[src/rtl/muldiv_iter.sv]
// Iterative RV32M multiply/divide unit for the EX stage.
// Retires one bit per cycle with the same latency for every operation.
module muldiv_iter #(
    parameter int WIDTH = 32
) (
    input  logic             i_clk,
    input  logic             i_rst,
    input  logic             i_start,
    input  logic [2:0]       i_funct3,
    input  logic [WIDTH-1:0] i_rs1,
    input  logic [WIDTH-1:0] i_rs2,
    input  logic             i_kill,
    output logic             o_busy,
    output logic             o_done,
    output logic [WIDTH-1:0] o_result
);
    localparam int CW = $clog2(WIDTH);
    localparam logic [WIDTH-1:0]   ONE_W  = WIDTH'(1);
    localparam logic [2*WIDTH-1:0] ONE_2W = (2*WIDTH)'(1);
    localparam logic [CW-1:0]      CNT_LAST = CW'(WIDTH - 1);

    typedef enum logic [1:0] {
        S_IDLE = 2'd0,
        S_BUSY = 2'd1,
        S_DONE = 2'd2
    } state_t;

    state_t state_q, state_d;

    logic [2:0]       f3_q, f3_d;
    logic             neg_a_q, neg_a_d;
    logic             neg_b_q, neg_b_d;
    logic             dz_q, dz_d;
    logic [WIDTH-1:0] a_raw_q, a_raw_d;
    logic [WIDTH-1:0] b_q, b_d;
    logic [WIDTH-1:0] hi_q, hi_d;
    logic [WIDTH-1:0] lo_q, lo_d;
    logic [CW-1:0]    cnt_q, cnt_d;
    logic [WIDTH-1:0] result_q, result_d;

    logic accept, step, last;

    assign accept = ((state_q == S_IDLE) || (state_q == S_DONE)) && i_start && !i_kill;
    assign step   = (state_q == S_BUSY) && !i_kill;
    assign last   = (cnt_q == CNT_LAST);

    // Operand signedness is decided once, at accept, from funct3.
    logic             a_signed, b_signed, neg_a_in, neg_b_in;
    logic [WIDTH-1:0] mag_a_in, mag_b_in;

    assign a_signed = !((i_funct3 == 3'b011) || (i_funct3 == 3'b101) || (i_funct3 == 3'b111));
    assign b_signed = a_signed && (i_funct3 != 3'b010);
    assign neg_a_in = a_signed && i_rs1[WIDTH-1];
    assign neg_b_in = b_signed && i_rs2[WIDTH-1];
    assign mag_a_in = neg_a_in ? (~i_rs1 + ONE_W) : i_rs1;
    assign mag_b_in = neg_b_in ? (~i_rs2 + ONE_W) : i_rs2;

    logic [WIDTH:0]     add_sum;
    logic [WIDTH:0]     shifted;
    logic               borrow;
    logic [WIDTH-1:0]   hi_step, lo_step;
    logic [2*WIDTH-1:0] prod, prod_fix;
    logic [WIDTH-1:0]   quot_fix, rem_fix, result_fin;

    // One iteration: hi/lo hold the product (multiply) or remainder/quotient (divide).
    always_comb begin
        add_sum = {1'b0, hi_q} + {1'b0, (lo_q[0] ? b_q : {WIDTH{1'b0}})};
        shifted = {hi_q, lo_q[WIDTH-1]};
        borrow  = (shifted < {1'b0, b_q});
        if (f3_q[2]) begin
            hi_step = borrow ? shifted[WIDTH-1:0] : (shifted[WIDTH-1:0] - b_q);
            lo_step = {lo_q[WIDTH-2:0], !borrow};
        end else begin
            hi_step = add_sum[WIDTH:1];
            lo_step = {add_sum[0], lo_q[WIDTH-1:1]};
        end

        prod     = {hi_step, lo_step};
        prod_fix = (neg_a_q ^ neg_b_q) ? (~prod + ONE_2W) : prod;
        quot_fix = dz_q ? {WIDTH{1'b1}} :
                   ((neg_a_q ^ neg_b_q) ? (~lo_step + ONE_W) : lo_step);
        rem_fix  = dz_q ? a_raw_q : (neg_a_q ? (~hi_step + ONE_W) : hi_step);

        case (f3_q)
            3'b000:                  result_fin = prod_fix[WIDTH-1:0];
            3'b001, 3'b010, 3'b011:  result_fin = prod_fix[2*WIDTH-1:WIDTH];
            3'b100, 3'b101:          result_fin = quot_fix;
            default:                 result_fin = rem_fix;
        endcase
    end

    always_comb begin
        f3_d     = f3_q;
        neg_a_d  = neg_a_q;
        neg_b_d  = neg_b_q;
        dz_d     = dz_q;
        a_raw_d  = a_raw_q;
        b_d      = b_q;
        hi_d     = hi_q;
        lo_d     = lo_q;
        cnt_d    = cnt_q;
        result_d = result_q;
        if (accept) begin
            f3_d    = i_funct3;
            neg_a_d = neg_a_in;
            neg_b_d = neg_b_in;
            dz_d    = (i_rs2 == {WIDTH{1'b0}});
            a_raw_d = i_rs1;
            b_d     = mag_b_in;
            hi_d    = {WIDTH{1'b0}};
            lo_d    = mag_a_in;
            cnt_d   = {CW{1'b0}};
        end else if (step) begin
            hi_d  = hi_step;
            lo_d  = lo_step;
            cnt_d = cnt_q + CW'(1);
            if (last) begin
                result_d = result_fin;
            end
        end
    end

    always_ff @(posedge i_clk or posedge i_rst) begin
        if (i_rst) begin
            f3_q     <= 3'b000;
            neg_a_q  <= 1'b0;
            neg_b_q  <= 1'b0;
            dz_q     <= 1'b0;
            a_raw_q  <= {WIDTH{1'b0}};
            b_q      <= {WIDTH{1'b0}};
            hi_q     <= {WIDTH{1'b0}};
            lo_q     <= {WIDTH{1'b0}};
            cnt_q    <= {CW{1'b0}};
            result_q <= {WIDTH{1'b0}};
        end else begin
            f3_q     <= f3_d;
            neg_a_q  <= neg_a_d;
            neg_b_q  <= neg_b_d;
            dz_q     <= dz_d;
            a_raw_q  <= a_raw_d;
            b_q      <= b_d;
            hi_q     <= hi_d;
            lo_q     <= lo_d;
            cnt_q    <= cnt_d;
            result_q <= result_d;
        end
    end

    // FSM: state register
    always_ff @(posedge i_clk or posedge i_rst) begin
        if (i_rst) begin
            state_q <= S_IDLE;
        end else begin
            state_q <= state_d;
        end
    end

    // FSM: next state; kill overrides everything, including a same-cycle start
    always_comb begin
        state_d = state_q;
        case (state_q)
            S_IDLE:  if (i_start) state_d = S_BUSY;
            S_BUSY:  if (last) state_d = S_DONE;
            S_DONE:  state_d = i_start ? S_BUSY : S_IDLE;
            default: state_d = S_IDLE;
        endcase
        if (i_kill) begin
            state_d = S_IDLE;
        end
    end

    // FSM: outputs
    always_comb begin
        o_busy = (state_q == S_BUSY);
        o_done = (state_q == S_DONE);
    end

    assign o_result = result_q;

endmodule
[config.mk]
export PLATFORM = sky130hd
export DESIGN_NAME = muldiv_iter
export DESIGN_NICKNAME = d
export VERILOG_FILES = /design/src/rtl/muldiv_iter.sv
export SDC_FILE = /design/constraint.sdc
export NUM_CORES = 1
export LEC_CHECK = 0
export BUFFER_PORTS_ARGS = -buffer_cell sky130_fd_sc_hd__buf_2
export CORE_MARGIN = 10
export CORE_UTILIZATION = 40
export CTS_CLUSTER_SIZE = 20
export DETAILED_ROUTE_END_ITERATION = 7
export PLACE_DENSITY = 0.55
export SKIP_LAST_GASP = 1
export SLEW_MARGIN = 20
export SYNTH_ARGS = -nofsm -noshare
export SYNTH_HDL_FRONTEND = slang
export SYNTH_SLANG_ARGS = --single-unit
[constraint.sdc]
create_clock -name i_clk -period 14.2 [get_ports i_clk]
set_input_delay 0.71 -clock i_clk [delete_from_list [all_inputs] [get_ports i_clk]]
set_output_delay 0.71 -clock i_clk [all_outputs]
set_load 0.01 [all_outputs]
# Word level (Yosys, flattened, before mapping)
# Index checks and enable logic that the tools add are counted.
word_totals:
  regBits: 173
  inputBits: 71
  out_inout_bits: 34
  word_cells: 84
op_classes:
  n_addsub: 8
  n_lt_le_gt_ge: 1
  eq_ne: 14
  mux: 23
  bitwise_logic: 7
  reduce_logical: 20
op_table:
  columns: ["cell", "n"]
  rows:
  - ["32-bit 2-to-1 mux", 14]
  - ["32-bit by 1-bit adder with 32-bit output, second input constant", 4]
  - ["32-bit inverter", 4]
  - ["32-bit one-hot mux with 3 select lines", 1]
  - ["64-bit by 1-bit adder with 64-bit output, second input constant", 1]
  - ["64-bit 2-to-1 mux", 1]
  - ["64-bit inverter", 1]
  - ["32-bit by 32-bit adder with 33-bit output", 1]
  - ["33-bit by 32-bit < comparator with 1-bit output", 1]
  - ["32-bit logical NOT", 1]
  - ["32-bit subtractor", 1]
  - ["3-bit == test, second input constant", 4]
  - ["5-bit 2-to-1 mux", 2]
  - ["3-bit by 2-bit == test with 1-bit output, second input constant", 3]
  - ["1-bit logical AND", 6]
  - ["2-bit 2-to-1 mux", 3]
  - ["3-bit by 2-bit != test with 1-bit output, second input constant", 2]
  - ["2-bit one-hot mux with 3 select lines", 1]
  - ["5-bit by 1-bit adder with 5-bit output, second input constant", 1]
  - ["5-bit == test, second input constant", 1]
  - ["3-bit by 1-bit == test with 1-bit output, second input constant", 1]
  - ["1-bit logical NOT", 3]
  - ["3-bit logical NOT", 1]
  - ["1-bit logical OR", 3]
  - ["12 further kinds", 12]

# Logic depth before layout (Yosys ltp)
depth:
  ltp_word: 8
  mapped_depth: 26

# Least setup slack after synthesis
# No wires, ideal clock.
synth_timing:
  path_type: "register to register"
  startpoint: "register f3_q[2]"
  endpoint: "register result_q[24], in the netlist o_result[24]"
  arrival_ps: 6182
  required_time_ps: 14081
  slack_ps: 7899
  path_stages_with_launch: 24
  path_buffers: 8
  period_less_slack_ps: 6301
  cell_sequence: "dfrtp_1 > buf_2 > buf_2 > buf_1 > clkbuf_1 > clkbuf_1 > clkbuf_1 > clkbuf_1 > clkbuf_1 > nand2_1 > o21ai_0 > ha_1 > or3b_2 > nor3_1 > o211ai_1 > or4_1 > nor3_1 > and2_1 > nand2_1 > or4_1 > o21ai_0 > xor2_1 > o221ai_1 > o21a_1"
synth_between:
  elab_chain_cells: 6
  word_cells_on_any_way: 22
  cone_classes: "add/sub: 3; eq/ne: 5; mux: 8; bitwise: 3; reduce/logical: 3"
synth_lines:
  columns: ["element", "line", "source"]
  rows:
  - ["start, declared", "30", "logic [2:0] f3_q, f3_d;"]
  - ["start signal, assigned", "125", "f3_q <= 3'b000;"]
  - ["start signal, assigned", "136", "f3_q <= f3_d;"]
  - ["32-bit 2-to-1 mux", "70", "if (f3_q[2]) begin"]
  - ["32-bit inverter, on equally long branches", "82, 81", null]
  - ["32-bit by 1-bit adder with 32-bit output, on equally long branches", "82, 81", null]
  - ["32-bit 2-to-1 mux, on equally long branches", "82, 81", null]
  - ["32-bit 2-to-1 mux, on equally long branches", "82, 80", null]
  - ["32-bit one-hot mux with 3 select lines *", "84", "case (f3_q)"]
  - ["end signal, assigned", "134", "result_q <= {WIDTH{1'b0}};"]
  - ["end signal, assigned", "145", "result_q <= result_d;"]
  - ["end, declared", "39", "logic [WIDTH-1:0] result_q, result_d;"]
# Every way passes the cells marked *; elsewhere a longest branch is shown, timed or not.
# A chain may end at the register's enable or synchronous reset.

# Worst setup path after layout
layout_timing:
  startpoint: "register hi_q[23]"
  endpoint: "register result_q[24], in the netlist o_result[24]"
layout_between:
  elab_chain_cells: 8
  word_cells_on_any_way: 19
  cone_classes: "add/sub: 5; order compare: 1; mux: 9; bitwise: 3; reduce/logical: 1"
layout_lines:
  columns: ["element", "line", "source"]
  rows:
  - ["start, declared", "36", "logic [WIDTH-1:0] hi_q, hi_d;"]
  - ["start signal, assigned", "131", "hi_q <= {WIDTH{1'b0}};"]
  - ["start signal, assigned", "142", "hi_q <= hi_d;"]
  - ["32-bit subtractor / 33-bit by 32-bit < comparator with 1-bit output (equally long branches)", "71, 69", null]
  - ["32-bit 2-to-1 mux / 1-bit logical NOT (equally long branches)", "71, 72", null]
  - ["32-bit 2-to-1 mux", "70", null]
  - ["32-bit inverter, on equally long branches", "82, 81", null]
  - ["32-bit by 1-bit adder with 32-bit output, on equally long branches", "82, 81", null]
  - ["32-bit 2-to-1 mux, on equally long branches", "82, 81", null]
  - ["32-bit 2-to-1 mux, on equally long branches", "82, 80", null]
  - ["32-bit one-hot mux with 3 select lines *", "84", null]
# Marked as above.

==> run summary <==
achievable clock frequency -> 0.144 GHz
Detailed Place HPWL -> 46.7 mm
io pins -> 105
Synth Area in Compound Gates -> 0.277
CP required -> 14.56 ns
Starting Density -> 0.405
clk slew on worst S/H paths -> 0.09 ns
# fillers -> 4,198
Slew headroom -> 0.299
Die Height -> 221 µm
drt pass-1 iters -> 6
main combinational cell family by area after synthesis -> compound AO/OA/AOI/OAI gates
number of synthesized flops with an enable pin -> 0
CTS resizes -> 0
Critical R2R Capture -> o_result[24]
Synth area leaders -> dfrtp_1 (27%), nand2_1 (7.3%), xnor2_1 (6.0%)
width of the die -> 221 µm
final hold viol count -> 0
Total GRT Usage -> 0.251
clk_lat worst skew -> 0.47 ns
flops & latches, synth -> 173
MaxCap Viol Count -> 0
Yosys cell types -> 99
Crit Path Max Fanout -> 16
ys async rst share -> 1.00
pin count of the biggest net entering global routing -> 106
multi-input logic area -> 11,100 µm²
clock sink total -> 173
CP arrival -> 7.33 ns
pwr/cell area -> 203 nW/µm²
top-area cell type share of the netlist area -> 0.269
Lkg Pwr -> 7.58 nW
Setup CP Type -> flop to flop
clock root cell -> clkbuf_16
area share of and/or/nand/nor cells after synthesis -> 0.223
CP Capture Type -> flop
Reg area -> 4330 µm²
Layout Cells excl Fill -> 2,646
Final Power -> 3.59 mW
Core Area -> 39,800 µm²
Antenna Nets Post-Route -> 0
Startpoint Class -> flop
flop-to-flop setup slack -> 7.24 ns
Inserted Clock Buffers -> 17
setup TNS -> 0 ns
worst hold path type -> input port to async pin
area delta synth->final -> 9.71%
setup violators final -> 0
Final Critical Period -> 6.96 ns
Post-CTS Setup Repair Bufs -> 0
post-synthesis mux area share -> 0.0270
initial antenna violation count -> 0
vias in the first global route -> 15,399
Worst Skew -> 0.0192 ns
yosys warns -> 0
final max-slew violation count -> 0
Synth Flop Type -> dfrtp_1
DR iter-0 viols -> 1,544
TritonCTS clock tree -> yes
post-synthesis xor/xnor area fraction -> 0.100
status -> finished clean
Ant. Diodes -> 0
Worst Tran Pin Value -> 1.02 ns
cell with the most instances after synthesis -> nand2_1
VDD IR max -> 0.124 mV
Critical R2R Launch -> hi_q[23]
Inst Count DP -> 2,614
FP Rows -> 73
RSZ-0062 raised after global routing -> false
first-pass GRT wire length -> 94.8 mm
R2R cell count -> 21
Total Wirelength -> 61.8 mm
IO Port Bufs -> 104
Synth top cells by count -> nand2_1 (314), o21ai_0 (180), dfrtp_1 (173), a21oi_1 (163), nor2_1 (137)
share of cells above drive strength 1 -> 0.110
gr ovfl total -> 0
Final Cycle Share -> 0.490
Via Count -> 16,156
Seq/Total Area, Yosys -> 0.269
largest area contributor in the synthesized netlist -> dfrtp_1
Final #Nets -> 2,251
adder-cell share of the synthesized area -> 0.0568
Post-Syn Area -> 16,100 µm²
total die area -> 48,700 µm²
Via density -> 6.11
DRC violations left -> 0
hold buffer count at cts -> 0
Cells after Synth -> 2,083
RD Place Congestion -> 0.953
deepest level of the CTS H-tree -> 4
routed wire length per instance -> 23.4 µm
CTS Buffer Depth -> 2
Net Count, Synth -> 2,226
synthesized area per cell -> 7.74 µm²
==> metal layers <==
metal | GRT usage | part of all wire
met1 | 0.357 | 0.45
met5 | 0 | 0
met4 | 0.0750 | 0.025
met3 | 0.0452 | 0.082
met2 | 0.381 | 0.44
==> state kept, by name, indices dropped and copies added (netlist names) <==
register,cells
o_result,32
dz_q,1
lo_q,32
f3_q,3
state_q,2
hi_q,32
cnt_q,5
neg_a_q,1
a_raw_q,32
neg_b_q,1
b_q,32
==> critical path, stage by stage, from the launching register on <==
cell	delay, ns
dfrtp_1	0.42
ha_1	0.38
a21oi_1	0.25
o21ai_1	0.13
a22o_1	0.26
or4_1	0.77
nor2_4	0.58
nand2_1	0.10
o21ai_0	0.18
ha_1	0.29
or3b_2	0.47
nor3_1	0.20
o211ai_1	0.19
or4_1	0.46
nor3_1	0.40
and2_1	0.28
nand2_1	0.27
or4_1	0.58
o21ai_0	0.20
xor2_1	0.16
o221ai_1	0.13
o21a_1	0.16
==> cells in the final DEF, fill, tap and decap left out, types with 66 or more instances in the layout <==
cell / Yosys / layout
buf_2: 18 / 104
dfrtp_1: 173 / 172
nand2_1: 314 / 313
xor2_1: 73 / 72
a21oi_1: 163 / 162
inv_1: 67 / 66
ha_1: 70 / 70
xnor2_1: 111 / 110
nor2_1: 137 / 136
o21ai_0: 180 / 180
==> per-stage QoR <==
stage	setup slack (ns)	hold slack, ns	area (µm²)	utilization
2_1_floorplan	7.90	0.437	16100	-
3_3_place_gp	7.43	0.464	17000	0.428
3_5_place_dp	7.30	0.467	17000	0.428
4_1_cts	7.28	0.352	17700	0.444
5_1_grt	6.76	0.386	17700	0.444
6_report	7.24	0.327	17700	0.444
==> kinds of logic (layout without fill, tap and decap cells) <==
| kind of cell | after synthesis | after routing |
|---|---|---|
| compound gates | 671 | 671 |
| xor+xnor | 184 | 184 |
| fa+ha+maj | 72 | 72 |
| buf+inv | 194 | 232 |
| flops | 173 | 173 |
| mux | 43 | 43 |
| simple gates | 746 | 746 |
==> area by class of cell <==
cell class / count / share of cell area
clock inverters: 13 / 0.0115
flip-flops and latches: 173 / 0.245
multi-input cells: 1716 / 0.625
clock buffers: 19 / 0.0250
inverters: 67 / 0.0145
well taps: 525 / 0.0371
repair buffers: 133 / 0.0417
==> worst max path at each step <==
stage          cells after the start      from      endpoint  slack (ns)
2_1_floorplan                     23   f3_q[2]  o_result[24]        7.90
3_3_place_gp                      22   b_q[24]  o_result[24]        7.43
3_5_place_dp                      21  hi_q[23]  o_result[24]        7.30
4_1_cts                           21  hi_q[23]  o_result[24]        7.28
5_1_grt                           21  hi_q[23]  o_result[24]        6.76
6_report                          21  hi_q[23]  o_result[24]        7.24
==> power by group <==
group | switching, mW | total [mW] | leakage, nW | internal [mW]
Clock | 0.239 | 0.545 | 0.319 | 0.306
Sequential | 0.128 | 0.716 | 2.22 | 0.588
Combinational | 1.49 | 2.33 | 5.04 | 0.841
Total | 1.86 | 3.59 | 7.58 | 1.73
No activity file was read; power rests on OpenSTA's default activity.
